===== config.mk =====
export PLATFORM = sky130hd
export DESIGN_NAME = risc_v_run_ctrl
export DESIGN_NICKNAME = d
export VERILOG_FILES = /design/src/rtl/risc_v_run_pkg.sv /design/src/rtl/risc_v_imem_loader.sv /design/src/rtl/risc_v_run_ctrl.sv
export SDC_FILE = /design/constraint.sdc
export NUM_CORES = 1
export LEC_CHECK = 0
export ABC_CLOCK_PERIOD_IN_PS = 4500
export BUFFER_PORTS_ARGS = -buffer_cell sky130_fd_sc_hd__clkbuf_2
export CAP_MARGIN = 20
export CORE_UTILIZATION = 25
export CTS_BUF_LIST = sky130_fd_sc_hd__clkbuf_16
export CTS_CLUSTER_DIAMETER = 120
export DETAILED_ROUTE_END_ITERATION = 10
export GPL_TIMING_DRIVEN = 1
export PLACE_DENSITY_LB_ADDON = 0.3
export SYNTH_ARGS = -nofsm -noshare
export SYNTH_HDL_FRONTEND = slang
export SYNTH_SLANG_ARGS = --single-unit

===== constraint.sdc =====
create_clock -name clk -period 4.5 [get_ports clk]
set_input_delay 0.9 -clock clk [delete_from_list [all_inputs] [get_ports clk]]
set_output_delay 0.9 -clock clk [all_outputs]
set_load 0.01 [all_outputs]

===== src/rtl/risc_v_run_pkg.sv =====
// Shared types and constants for the RISC-V run-control sequencer.
package risc_v_run_pkg;

    typedef enum logic [2:0] {
        ST_IDLE = 3'd0,
        ST_LOAD = 3'd1,
        ST_CRST = 3'd2,
        ST_RUN  = 3'd3,
        ST_DONE = 3'd4
    } run_state_e;

    localparam logic [31:0] ECALL_INSN        = 32'h0000_0073;
    localparam logic [31:0] EBREAK_INSN       = 32'h0010_0073;
    localparam logic [31:0] DEFAULT_HALT_INSN = ECALL_INSN;

endpackage


===== src/rtl/risc_v_imem_loader.sv =====
// Streams program words into instruction memory through a valid/ready port.
module risc_v_imem_loader #(
    parameter int DATA_W  = 32,
    parameter int IMEM_AW = 8
) (
    input  logic               clk,
    input  logic               reset_n,
    input  logic               load_start,
    input  logic               load_en,
    input  logic               abort,
    input  logic [IMEM_AW:0]   num_insn,
    input  logic               ld_valid,
    input  logic [DATA_W-1:0]  ld_data,
    output logic               ld_ready,
    output logic               last_word,
    output logic               imem_we,
    output logic [IMEM_AW-1:0] imem_addr,
    output logic [DATA_W-1:0]  imem_wdata
);

    localparam logic [IMEM_AW:0] DEPTH = {1'b1, {IMEM_AW{1'b0}}};
    localparam logic [IMEM_AW:0] ONE   = {{IMEM_AW{1'b0}}, 1'b1};

    logic [IMEM_AW:0] cnt;
    logic [IMEM_AW:0] target;
    logic [IMEM_AW:0] cnt_inc;
    logic             accept;

    // A word transfers on any cycle where ld_valid && ld_ready; the producer
    // holds ld_data stable while ld_valid is high and ld_ready is low.
    assign ld_ready  = load_en & ~abort;
    assign accept    = ld_valid & ld_ready;
    assign cnt_inc   = cnt + ONE;
    assign last_word = accept && (cnt_inc == target);

    always_ff @(posedge clk or negedge reset_n) begin
        if (!reset_n) begin
            cnt        <= '0;
            target     <= '0;
            imem_we    <= 1'b0;
            imem_addr  <= '0;
            imem_wdata <= '0;
        end else begin
            if (load_start) begin
                cnt    <= '0;
                target <= (num_insn > DEPTH) ? DEPTH : num_insn;
            end else if (accept) begin
                cnt <= cnt_inc;
            end
            imem_we <= accept;
            if (accept) begin
                // cnt stays below DEPTH here, so the low bits never wrap
                imem_addr  <= cnt[IMEM_AW-1:0];
                imem_wdata <= ld_data;
            end
        end
    end

endmodule


===== src/rtl/risc_v_run_ctrl.sv =====
// Run-control FSM: load program, pulse core reset, run until halt or budget.
module risc_v_run_ctrl
    import risc_v_run_pkg::*;
#(
    parameter int                DATA_W    = 32,
    parameter int                IMEM_AW   = 8,
    parameter int                PC_W      = 32,
    parameter int                CYC_W     = 32,
    parameter logic [DATA_W-1:0] HALT_INSN = DATA_W'(DEFAULT_HALT_INSN)
) (
    input  logic               clk,
    input  logic               reset_n,
    input  logic               start,
    input  logic               abort,
    input  logic [IMEM_AW:0]   num_insn,
    input  logic [CYC_W-1:0]   max_cycles,
    input  logic               ld_valid,
    output logic               ld_ready,
    input  logic [DATA_W-1:0]  ld_data,
    output logic               imem_we,
    output logic [IMEM_AW-1:0] imem_addr,
    output logic [DATA_W-1:0]  imem_wdata,
    input  logic [DATA_W-1:0]  core_insn,
    input  logic [PC_W-1:0]    core_pc,
    output logic               core_reset_n,
    output logic               core_run,
    output logic               running,
    output logic               done,
    output logic               timeout,
    output logic [PC_W-1:0]    halt_pc,
    output logic [CYC_W-1:0]   cycle_cnt,
    output logic [2:0]         dbg_state
);

    localparam logic [CYC_W-1:0] CYC_ONE = {{(CYC_W-1){1'b0}}, 1'b1};

    run_state_e state, state_next;
    logic       start_ok;
    logic       load_start;
    logic       last_word;
    logic       halt_hit;
    logic       budget_hit;
    logic       run_exit;

    assign start_ok   = start & ~abort & ((state == ST_IDLE) | (state == ST_DONE));
    assign load_start = start_ok & (num_insn != '0);
    assign halt_hit   = (core_insn == HALT_INSN);
    assign budget_hit = (max_cycles != '0) && ((cycle_cnt + CYC_ONE) == max_cycles);
    assign run_exit   = (state == ST_RUN) && (halt_hit || budget_hit);

    risc_v_imem_loader #(
        .DATA_W  (DATA_W),
        .IMEM_AW (IMEM_AW)
    ) u_loader (
        .clk        (clk),
        .reset_n    (reset_n),
        .load_start (load_start),
        .load_en    (state == ST_LOAD),
        .abort      (abort),
        .num_insn   (num_insn),
        .ld_valid   (ld_valid),
        .ld_data    (ld_data),
        .ld_ready   (ld_ready),
        .last_word  (last_word),
        .imem_we    (imem_we),
        .imem_addr  (imem_addr),
        .imem_wdata (imem_wdata)
    );

    always_ff @(posedge clk or negedge reset_n) begin
        if (!reset_n) begin
            state <= ST_IDLE;
        end else begin
            state <= state_next;
        end
    end

    always_comb begin
        state_next = state;
        case (state)
            ST_IDLE, ST_DONE: begin
                if (start) begin
                    state_next = (num_insn != '0) ? ST_LOAD : ST_CRST;
                end
            end
            ST_LOAD: if (last_word) state_next = ST_CRST;
            ST_CRST: state_next = ST_RUN;
            ST_RUN:  if (halt_hit || budget_hit) state_next = ST_DONE;
            default: state_next = ST_IDLE;
        endcase
        if (abort) begin
            state_next = ST_IDLE;
        end
    end

    always_ff @(posedge clk or negedge reset_n) begin
        if (!reset_n) begin
            done      <= 1'b0;
            timeout   <= 1'b0;
            halt_pc   <= '0;
            cycle_cnt <= '0;
        end else begin
            if (state == ST_CRST) begin
                cycle_cnt <= '0;
            end else if ((state == ST_RUN) && (cycle_cnt != '1)) begin
                cycle_cnt <= cycle_cnt + CYC_ONE;
            end
            if (abort || start_ok) begin
                done    <= 1'b0;
                timeout <= 1'b0;
            end else if (run_exit) begin
                // a halt seen on the budget's last cycle still counts as a clean halt
                done    <= 1'b1;
                timeout <= ~halt_hit;
                halt_pc <= core_pc;
            end
        end
    end

    assign core_reset_n = (state == ST_RUN);
    assign core_run     = (state == ST_RUN);
    assign running      = (state == ST_RUN);
    assign dbg_state    = state;

endmodule


==> metrics.txt, run 1 <==
vias in the first global route=6655; die area=slightly above 0.03 mm²; hold endpoint=u_loader.imem_wdata[4]$_DFFE_PN0P_; register share of total power=~38%; gr ovfl total=0; CP Launch Point=cycle_cnt[1]$_DFFE_PN0P_; r2r setup slk=0.31 ns; period utilisation layout=a little over 90%; gp weighted congestion=roughly 0.97; asr flop ratio synth=100%; Filler Cell Count=3063; Setup crit start kind=flop; Horiz. Die Dim=roughly 170 µm; Iter 0 DRT Violations=between 500 and 600; Mapped Nets=989; Internal Power=around 2.5 mW; post-DR vias/cell=4.82; multi-input logic area=~0.004 mm²; clock sinks=roughly 130; Top Usage Layer GRT=met2; die height=about 170 µm; Vias=slightly above 7000; Reg2Reg Capture Point=halt_pc[6]$_DFFE_PN0P_; layout cells sized above 1=between 30% and 40%; WS Path Type=flop to flop; grt met2 use=a little under a quarter; CTS tree=yes; final setup vio count=0; worst clock skew=~0.01 ns; GRT Overall Usage=between 10% and 20%; Max Clk Rate=approximately 0.24 GHz; Hold Startpoint=u_loader.imem_wdata[4]$_DFFE_PN0P_; Yosys warning total=0; number of max-cap violations=0; Net Sw Frac=between 30 and 40%; Post-synth EDFFs=0; commonest cells after routing, fill and taps aside=clkbuf_2 (254), nand2_1 (211), dfrtp_1 (128), o21ai_0 (49); setup bufs post-CTS=0; Clock Path Buffers=2; clock slew at reported path FFs=0.06 ns; largest net degree at the start of global routing=between 80 and 90; Mapped Area=about 0.0075 mm²; max_slew headroom=a little over two fifths; RSZ-0062 raised after global routing=false; Resized Gates After CTS=0; reg2reg start=cycle_cnt[1]$_DFFE_PN0P_; Leak Pwr=4.68 nW; worst r2r path cells=11; WL final=between 20000 and 25000 µm; Min-Delay Path Class=flop to flop; Comb pwr share=a little over a quarter; first-pass GRT wire length=37600 µm; core area=approximately 0.029 mm²; total CTS buffers=17; Syn-to-layout area delta=30.9%; Final Core Density=approximately a third; Psw=between 1 and 1.5 mW; setup TNS=0 ns; Worst Tran Pin Value=0.867 ns; Std-Cell Rows=62; Max VDD drop=around 0.24 mV; PortBufs=between 200 and 300; Initial Util=25.7%; arrival time worst endpoint=roughly 4.5 ns; Routed Antenna Nets=0; Final #Nets=about 1200; Power per Cell Area=404 mW/mm²; initial antenna violation count=2; max-slew violation count=0; # IOs=256; Post-synth top flop=dfrtp_1; status=finished clean; met1 Use GR=roughly 22%; drt pass-1 iters=5; met3 Track Usage GR=under 10%; CP required=roughly 4.8 ns; final hold vios=0; CTS Hold Bufs=0; CP Capture Type=flop; final setup margin=roughly 0.31 ns; worst-path maximum fanout=32; Detailed Place HPWL=approximately 18000 µm; Clk pwr share=between 30% and 40%; most common cell after layout, fill and taps aside=clkbuf_2; cell count after synthesis=845; Yosys cell types=60; FF+latch count, synth=approximately 130; register area share after synthesis=~43%; register area=around 0.0032 mm²; Avg Synthesized Cell Area=a little under 9 µm²; min cycle time layout=approximately 4.2 ns; Routed WL per cell=roughly 16 µm; Root Buffer=clkbuf_16; latest clock arrival within the worst-skew pair=about 0.42 ns; pre-CTS WS=0.324 ns; worst hold path depth=2; # DRC=0; H-tree Lvls=4
==> worst max path at each step <==
| stage | to | slack (ns) | cells past startpoint |
|---|---|---|---|
| after global placement | halt_pc[6]$_DFFE_PN0P_ | 0.37 | 11 |
| after detailed placement | halt_pc[6]$_DFFE_PN0P_ | 0.32 | 11 |
| after CTS | halt_pc[6]$_DFFE_PN0P_ | 0.32 | 11 |
| after global routing | halt_pc[7]$_DFFE_PN0P_ | 0.1 | 11 |
| after floorplan | halt_pc[0]$_DFFE_PN0P_ | 0.36 | 12 |
| final | halt_pc[6]$_DFFE_PN0P_ | 0.31 | 11 |
==> final cells by class <==
type                       count  area share (%)
multi-input combinational    651            40.1
sequential                   128            32.7
timing repair buffer         289            15.9
tap                          384            4.91
clock buffer                  17            4.35
clock inverter                15            1.51
inverter                      12           0.461
antenna                        1          0.0256
==> metrics by stage <==
step,cell area (µm²),hold WS (ns),total power [mW],instances
after global routing,9780,0.495,4.20,1496
after detailed placement,9210,0.462,2.61,1464
after CTS,9780,0.478,4.01,1496
after global placement,9210,0.458,2.59,1464
after floorplan,7470,0.458,2.12,845
final,9780,0.472,3.95,1497
==> cells in the mapped netlist, types with 10 or more instances <==
cell	instances	area share, %
buf_4	10	1.0
dfrtp_1	128	43
nor2_1	33	1.7
nand2_1	211	11
o21ai_0	49	3.3
nand3_1	27	1.8
nand3b_1	10	1.0
mux2_4	30	6.0
and3_1	10	0.84
nor4_1	29	2.4
nor3_1	40	2.7
a21oi_1	33	2.2
inv_1	12	0.60
clkbuf_1	34	1.7
nand4_1	27	2.3
xor2_1	19	2.2
xnor2_1	40	4.7
==> state kept, by name, indices dropped and copies added (netlist names) <==
register	count
u_loader.imem_we	1
halt_pc	32
cycle_cnt	32
timeout	1
done	1
u_loader.imem_wdata	32
dbg_state	3
u_loader.target	9
u_loader.imem_addr	8
u_loader.cnt	9
==> routing by layer <==
metal	wire, µm	up-vias
li1	-	3498
met1	11300	3417
met2	10600	272
met3	1760	26
met4	396	2
met5	13	-
==> power groups by stage <==
stage / Clock [mW] / Combinational, mW / Sequential (mW)
final: 1.37 / 1.08 / 1.49
after global routing: 1.46 / 1.21 / 1.53
after CTS: 1.42 / 1.10 / 1.50
after detailed placement: 0 / 1.10 / 1.52
after global placement: 0 / 1.08 / 1.51
after floorplan: 0 / 0.542 / 1.58
==> critical path, cell delays in order, from the launching register on <==
cell       delay (ns)
dfrtp_1          0.42
ha_1             0.30
nand3_2          0.11
or4_4            0.50
o211a_1          0.24
or4_1            0.54
or4_1            0.54
a2111oi_2        0.29
a41oi_1          0.24
nor3_4           0.23
buf_12           0.27
mux2_2           0.36
==> logic make-up after synthesis <==
| group | count (synthesis) | synth area share (%) |
|---|---|---|
| AOI/OAI and AO/OA | 124 | 10.2 |
| DFF | 128 | 42.9 |
| muxes | 38 | 7.15 |
| adders and majority gates | 2 | 0.335 |
| xor gates and xnor gates | 59 | 6.91 |
| and+or+nand+nor | 428 | 27.8 |
| buffers and inverters | 66 | 4.70 |
No activity file was read; power rests on OpenSTA's default activity.
==> run 2, diff against run 1 <==
PLACE_DENSITY = 0.49   (was not set)
PLACE_DENSITY_LB_ADDON = not set   (was 0.3)
==> run 2 against run 1 <==
Clock power is 6% higher. Combinational power about the same. Maximum frequency is essentially flat. Non-clock buffer count rose by 3. Sequential share of layout area is 0.25 points lower. Cell count increased by 0.20%. Sequential power about the same. Sequential cell count unchanged. Total power rose by 2.1%. Largest cell class unchanged.
==> metrics.txt, run 2 (same netlist as run 1, synthesis figures left out) <==
Power per Cell Area=roughly 400 mW/mm²; setup TNS=0 ns; clock sinks=128; Final #Nets=around 1200; Max Clk Rate=~0.24 GHz; period utilisation layout=between 90% and 100%; Max VDD drop=approximately 0.25 mV; Final Core Density=approximately a third; Initial Util=between 20% and 30%; die height=approximately 170 µm; Net Sw Frac=approximately 34%; die area=~0.031 mm²; CTS tree=yes; initial antenna violation count=2; Setup crit start kind=flop; register share of total power=between 30% and 40%; post-DR vias/cell=4.74; latest clock arrival within the worst-skew pair=between 0.4 and 0.5 ns; max-slew violation count=0; Clock Path Buffers=2; clock slew at reported path FFs=0.06 ns; Min-Delay Path Class=flop to flop; min cycle time layout=around 4.2 ns; met3 Track Usage GR=under 10%; worst clock skew=~0.011 ns; drt pass-1 iters=5; post-route cell area=between 0.009 and 0.01 mm²; Routed Antenna Nets=0; CTS Hold Bufs=0; arrival time worst endpoint=4.49 ns; layout cells sized above 1=about a third; gr ovfl total=0; most common cell after layout, fill and taps aside=clkbuf_2; grt met2 use=around 25%; WL final=~25000 µm; max_slew headroom=between 40% and 50%; Detailed Place HPWL=between 15000 and 20000 µm; Std-Cell Rows=just over 60; commonest cells after routing, fill and taps aside=clkbuf_2 (254), nand2_1 (210), dfrtp_1 (128), o21ai_0 (49), xnor2_1 (40); final setup vio count=0; Post-Place Cell Area=roughly 0.0092 mm²; vias in the first global route=approximately 6800; Worst Tran Pin Value=0.863 ns; number of max-cap violations=0; Iter 0 DRT Violations=456; Clk pwr share=between 30% and 40%; met1 Use GR=a little under a quarter; CP Capture Type=flop; H-tree Lvls=4; GRT Overall Usage=between 10% and 20%; RSZ-0062 raised after global routing=false; WS Path Type=flop to flop; top flop regs=cycle_cnt (32), halt_pc (32), u_loader.imem_wdata (32); setup bufs post-CTS=0; Top Usage Layer GRT=met2; # IOs=256; Internal Power=around 2.6 mW; Root Buffer=clkbuf_16; Vias=around 7100; core area=approximately 0.029 mm²; largest net degree at the start of global routing=87; final hold vios=0; status=finished clean; overall power=4.03 mW; CP required=approximately 4.8 ns; Horiz. Die Dim=~170 µm; Leak Pwr=~4.7 nW; PortBufs=about 260; first-pass GRT wire length=approximately 39000 µm; worst-path maximum fanout=32; Comb pwr share=26.9%; Psw=about 1.4 mW; total CTS buffers=17; gp weighted congestion=just under 0.9; # DRC=0; Syn-to-layout area delta=31.9%; Routed WL per cell=16.5 µm
==> run 2: cell types whose count changed in the layout (fill, tap and decap cells not counted) <==
cell	before	now
bufinv_16	1	3
clkinv_1	0	1
buf_12	1	2
clkinv_4	1	2
nand2_1	211	210
inv_8	2	0
inv_6	7	6
clkinvlp_4	2	1
buf_4	33	35
nor3_1	40	39
nor3_2	0	1
nand2_2	0	1
==> run 2: power by group through the flow <==
stage	clock network (mW)	registers (mW)	logic [mW]
2_1_floorplan	0	1.58	0.542
3_3_place_gp	0	1.51	1.10
3_5_place_dp	0	1.52	1.10
4_1_cts	1.49	1.50	1.11
5_1_grt	1.54	1.53	1.22
6_report	1.45	1.50	1.09
==> run 2: layer usage <==
layer  up-vias  share of wire, %  routed length [µm]
li1       3498                 -                   -
met1      3353                48               11900
met2       230                44               10900
met3        22               5.9                1450
met4         2               1.7                 414
met5         -             0.053                  13
==> run 2: worst paths after layout <==
kind | end | slack (ns) | from | cells past startpoint
worst max-delay path | halt_pc[6]$_DFFE_PN0P_ | 0.32 | cycle_cnt[1]$_DFFE_PN0P_ | 11
worst min-delay path | u_loader.imem_addr[6]$_DFFE_PN0P_ | 0.47 | u_loader.imem_addr[6]$_DFFE_PN0P_ | 2
worst max register to register | halt_pc[6]$_DFFE_PN0P_ | 0.32 | cycle_cnt[1]$_DFFE_PN0P_ | 11
worst min register to register | u_loader.imem_addr[6]$_DFFE_PN0P_ | 0.47 | u_loader.imem_addr[6]$_DFFE_PN0P_ | 2
max in group asynchronous | halt_pc[14]$_DFFE_PN0P_ | 3.25 | reset_n | 2
min in group asynchronous | cycle_cnt[9]$_DFFE_PN0P_ | 0.51 | reset_n | 1
==> run 2: timing repair <==
action                     in CTS  in global routing
hold endpoints to repair        0                  0
resized for setup               0                  1
setup endpoints to repair       0                  1
==> run 2: cell type report <==
class / count / area [µm²]
antenna: 1 / 2.50
clock buffer: 17 / 425
clock inverter: 15 / 181
fill: 3102 / 19200
inverter: 12 / 45.0
multi-input combinational: 651 / 3930
sequential: 128 / 3200
tap: 384 / 480
timing repair buffer: 292 / 1590
==> run 2: through the flow <==
stage	hold WS (ns)	cells	worst slack, ns
2_1_floorplan	0.458	845	0.360
3_3_place_gp	0.458	1467	0.341
3_5_place_dp	0.463	1467	0.323
4_1_cts	0.478	1499	0.306
5_1_grt	0.498	1499	0.106
6_report	0.472	1500	0.316
==> run 2: worst max-delay path, cell delays in order (launching register included) <==
cell and delay [ns]:
dfrtp_1 0.43, ha_1 0.30, nand3_2 0.11, or4_4 0.50, o211a_1 0.25, or4_1 0.54, or4_1 0.55, a2111oi_2 0.29
a41oi_1 0.22, nor3_4 0.22, buf_12 0.28, mux2_2 0.37
==> run 3, diff against run 2 <==
CORE_MARGIN = 2   (was not set)
SYNTH_HIERARCHICAL = 1   (was not set)
==> run 3 against run 2 <==
Die area is 0.91% lower. Register-to-register slack worse by 0.06 ns. Count of clock-buffer cells in the layout stayed put. Utilization is 0.91 points lower. Clock power hardly changed. Synthesized area is 3.2% lower. Hold slack better by 0.00081 ns. Combinational power is 63% lower. Global-route usage is 1.3 points lower. Total power is 21% lower.
==> metrics.txt, run 3 <==
gr ovfl total=0; core area=~0.029 mm²; WS Path Type=flop to flop; Root Buffer=clkbuf_16; Detailed Place HPWL=16700 µm; register area share after synthesis=roughly 44%; setup bufs post-CTS=0; min cycle time layout=~4.2 ns; asr flop ratio synth=between 90% and 100%; worst hold path depth=2; clock sinks=around 130; max_slew headroom=between 30 and 40%; Reg2Reg Capture Point=halt_pc[22]$_DFFE_PN0P_; die area=between 0.03 and 0.04 mm²; Yosys warning total=6; cell count after synthesis=789; initial antenna violation count=0; r2r setup slk=roughly 0.25 ns; Yosys cell types=67; worst-path maximum fanout=32; period utilisation layout=around 94%; max-slew violation count=0; Psw=between 0.8 and 0.9 mW; register area=about 0.0032 mm²; H-tree Lvls=4; Max VDD drop=0.214 mV; worst r2r path cells=9; setup TNS=0 ns; die height=174 µm; Comb pwr share=between 10% and 20%; Yosys top cell area share=44.3%; Avg Synthesized Cell Area=9.17 µm²; overall power=around 3.2 mW; number of max-cap violations=0; most common cell after layout, fill and taps aside=clkbuf_2; Clk pwr share=~46%; Routed WL per cell=~16 µm; Final #Nets=roughly 1200; gp weighted congestion=0.849; Iter 0 DRT Violations=~370; worst clock skew=0.0102 ns; first-pass GRT wire length=about 36000 µm; Net Sw Frac=27.6%; reg2reg start=cycle_cnt[0]$_DFFE_PN0P_; Filler Cell Count=roughly 3100; Clock Path Buffers=2; # DRC=0; vias in the first global route=around 6300; Post-Place Cell Area=between 0.008 and 0.009 mm²; FF+latch count, synth=~130; ant diodes=0; final setup margin=0.251 ns; Initial Util=between 20% and 30%; Post-synth top flop=dfrtp_1; Internal Power=2.31 mW; CP Capture Type=flop; Hold Startpoint=u_loader/imem_wdata[18]$_DFFE_PN0P_; commonest cells after routing, fill and taps aside=clkbuf_2 (254), nand2_1 (168), dfrtp_1 (128), o21ai_0 (45), nor2_1 (41); largest net degree at the start of global routing=between 80 and 90; total CTS buffers=17; layout cells sized above 1=approximately 34%; WL final=between 20000 and 25000 µm; synth cell count leaders=nand2_1 (168), dfrtp_1 (128), o21ai_0 (45); Vias=6670; Yosys top cell by area=dfrtp_1; Min Hold Slack=between 0.4 and 0.5 ns; Mapped Area=approximately 0.0072 mm²; RSZ-0062 raised after global routing=false; Resized Gates After CTS=0; count leader, synth=nand2_1; Max Clk Rate=roughly 0.24 GHz; CP required=approximately 4.8 ns; register share of total power=between 40% and 50%; Std-Cell Rows=62; # IOs=256; latest clock arrival within the worst-skew pair=roughly 0.42 ns; Post-synth EDFFs=0; final hold vios=0; CTS tree=yes; Worst Tran Pin Value=1.03 ns; GRT Overall Usage=about 15%; Power per Cell Area=338 mW/mm²; post-route cell area=between 0.009 and 0.01 mm²; multi-input logic area=0.00369 mm²; PortBufs=255; CTS Hold Bufs=0; status=finished clean; top cells by area, synth=dfrtp_1 (44%), nand2_1 (8.7%), mux2_4 (6.2%); hold endpoint=u_loader/imem_wdata[18]$_DFFE_PN0P_; pre-CTS WS=0.321 ns; clock slew at reported path FFs=around 0.06 ns; Leak Pwr=roughly 4.6 nW; Routed Antenna Nets=0; Syn-to-layout area delta=30.5%; top flop regs=cycle_cnt (32), halt_pc (32), u_loader/imem_wdata (32); post-DR vias/cell=approximately 4.7; Min-Delay Path Class=flop to flop; Setup crit start kind=flop; final setup vio count=0; Mapped Nets=between 900 and 1000; arrival time worst endpoint=~4.6 ns; Horiz. Die Dim=roughly 170 µm; drt pass-1 iters=5
[run 3: changes by cell type after synthesis, moves of 7 or more]
cell / change
buf_4: -7
buf_2: +10
nand3b_1: -8
nand2_1: -43
nor3_1: -27
nor2_1: +8
a21oi_1: -8
o22ai_1: +8
o31ai_1: +10
o41ai_1: +7
[run 3: cells by family after synthesis]
| family | Yosys count | synth area share, % |
|---|---|---|
| flops | 128 | 44.3 |
| mux | 34 | 6.83 |
| xor+xnor | 59 | 7.14 |
| compound gates | 136 | 12.2 |
| fa+ha+maj | 2 | 0.346 |
| buf+inv | 74 | 4.67 |
| simple gates | 356 | 24.5 |
[run 3: how the worst max path moves through the flow]
stage / start / endpoint / slack (ns)
global placement: cycle_cnt[0]$_DFFE_PN0P_ / halt_pc[11]$_DFFE_PN0P_ / 0.42
global route: cycle_cnt[0]$_DFFE_PN0P_ / halt_pc[21]$_DFFE_PN0P_ / 0.03
finish: cycle_cnt[0]$_DFFE_PN0P_ / halt_pc[22]$_DFFE_PN0P_ / 0.25
CTS: cycle_cnt[0]$_DFFE_PN0P_ / halt_pc[10]$_DFFE_PN0P_ / 0.30
detailed placement: cycle_cnt[0]$_DFFE_PN0P_ / halt_pc[14]$_DFFE_PN0P_ / 0.32
floorplan: cycle_cnt[0]$_DFFE_PN0P_ / halt_pc[10]$_DFFE_PN0P_ / 0.92
[run 3: critical path, cell delays in order (launching register included)]
cell	delay, ns
dfrtp_1	0.47
ha_1	0.28
nand3_1	0.38
or4_1	0.75
nor2_1	0.32
xnor2_1	0.18
nand4_1	0.15
or4_4	0.60
a211o_4	0.58
mux2_4	0.38
[run 3: layer usage]
metal / track usage (%) / routed length [µm] / part of all wire (%) / vias to the layer above
met4: 3.82 / 206 / 0.91 / 0
met1: 20.9 / 10700 / 47 / 3202
met3: 3.06 / 1060 / 4.7 / 9
li1: - / - / - / 3256
met5: 0 / 0 / 0 / -
met2: 23.9 / 10800 / 47 / 203
[run 3: power groups by stage]
stage,clock (mW),sequential (mW),combinational (mW)
finish,1.48,1.30,0.408
global route,1.58,1.32,0.459
CTS,1.54,1.30,0.418
detailed placement,0,1.33,0.416
global placement,0,1.32,0.412
floorplan,0,1.35,0.165
[run 3: layout make-up]
cell class	count	area share (%)
timing repair buffer	267	14.5
inverter	18	0.716
clock buffer	17	4.51
clock inverter	15	2.08
sequential	128	33.9
multi-input combinational	587	39.1
tap	384	5.09
[run 3: per-stage QoR]
| step | std cells | utilization (%) |
|---|---|---|
| 6_report | 1416 | 33.0 |
| 5_1_grt | 1416 | 33.0 |
| 4_1_cts | 1416 | 33.0 |
| 3_5_place_dp | 1384 | 30.8 |
| 3_3_place_gp | 1384 | 30.8 |
| 2_1_floorplan | 789 | - |
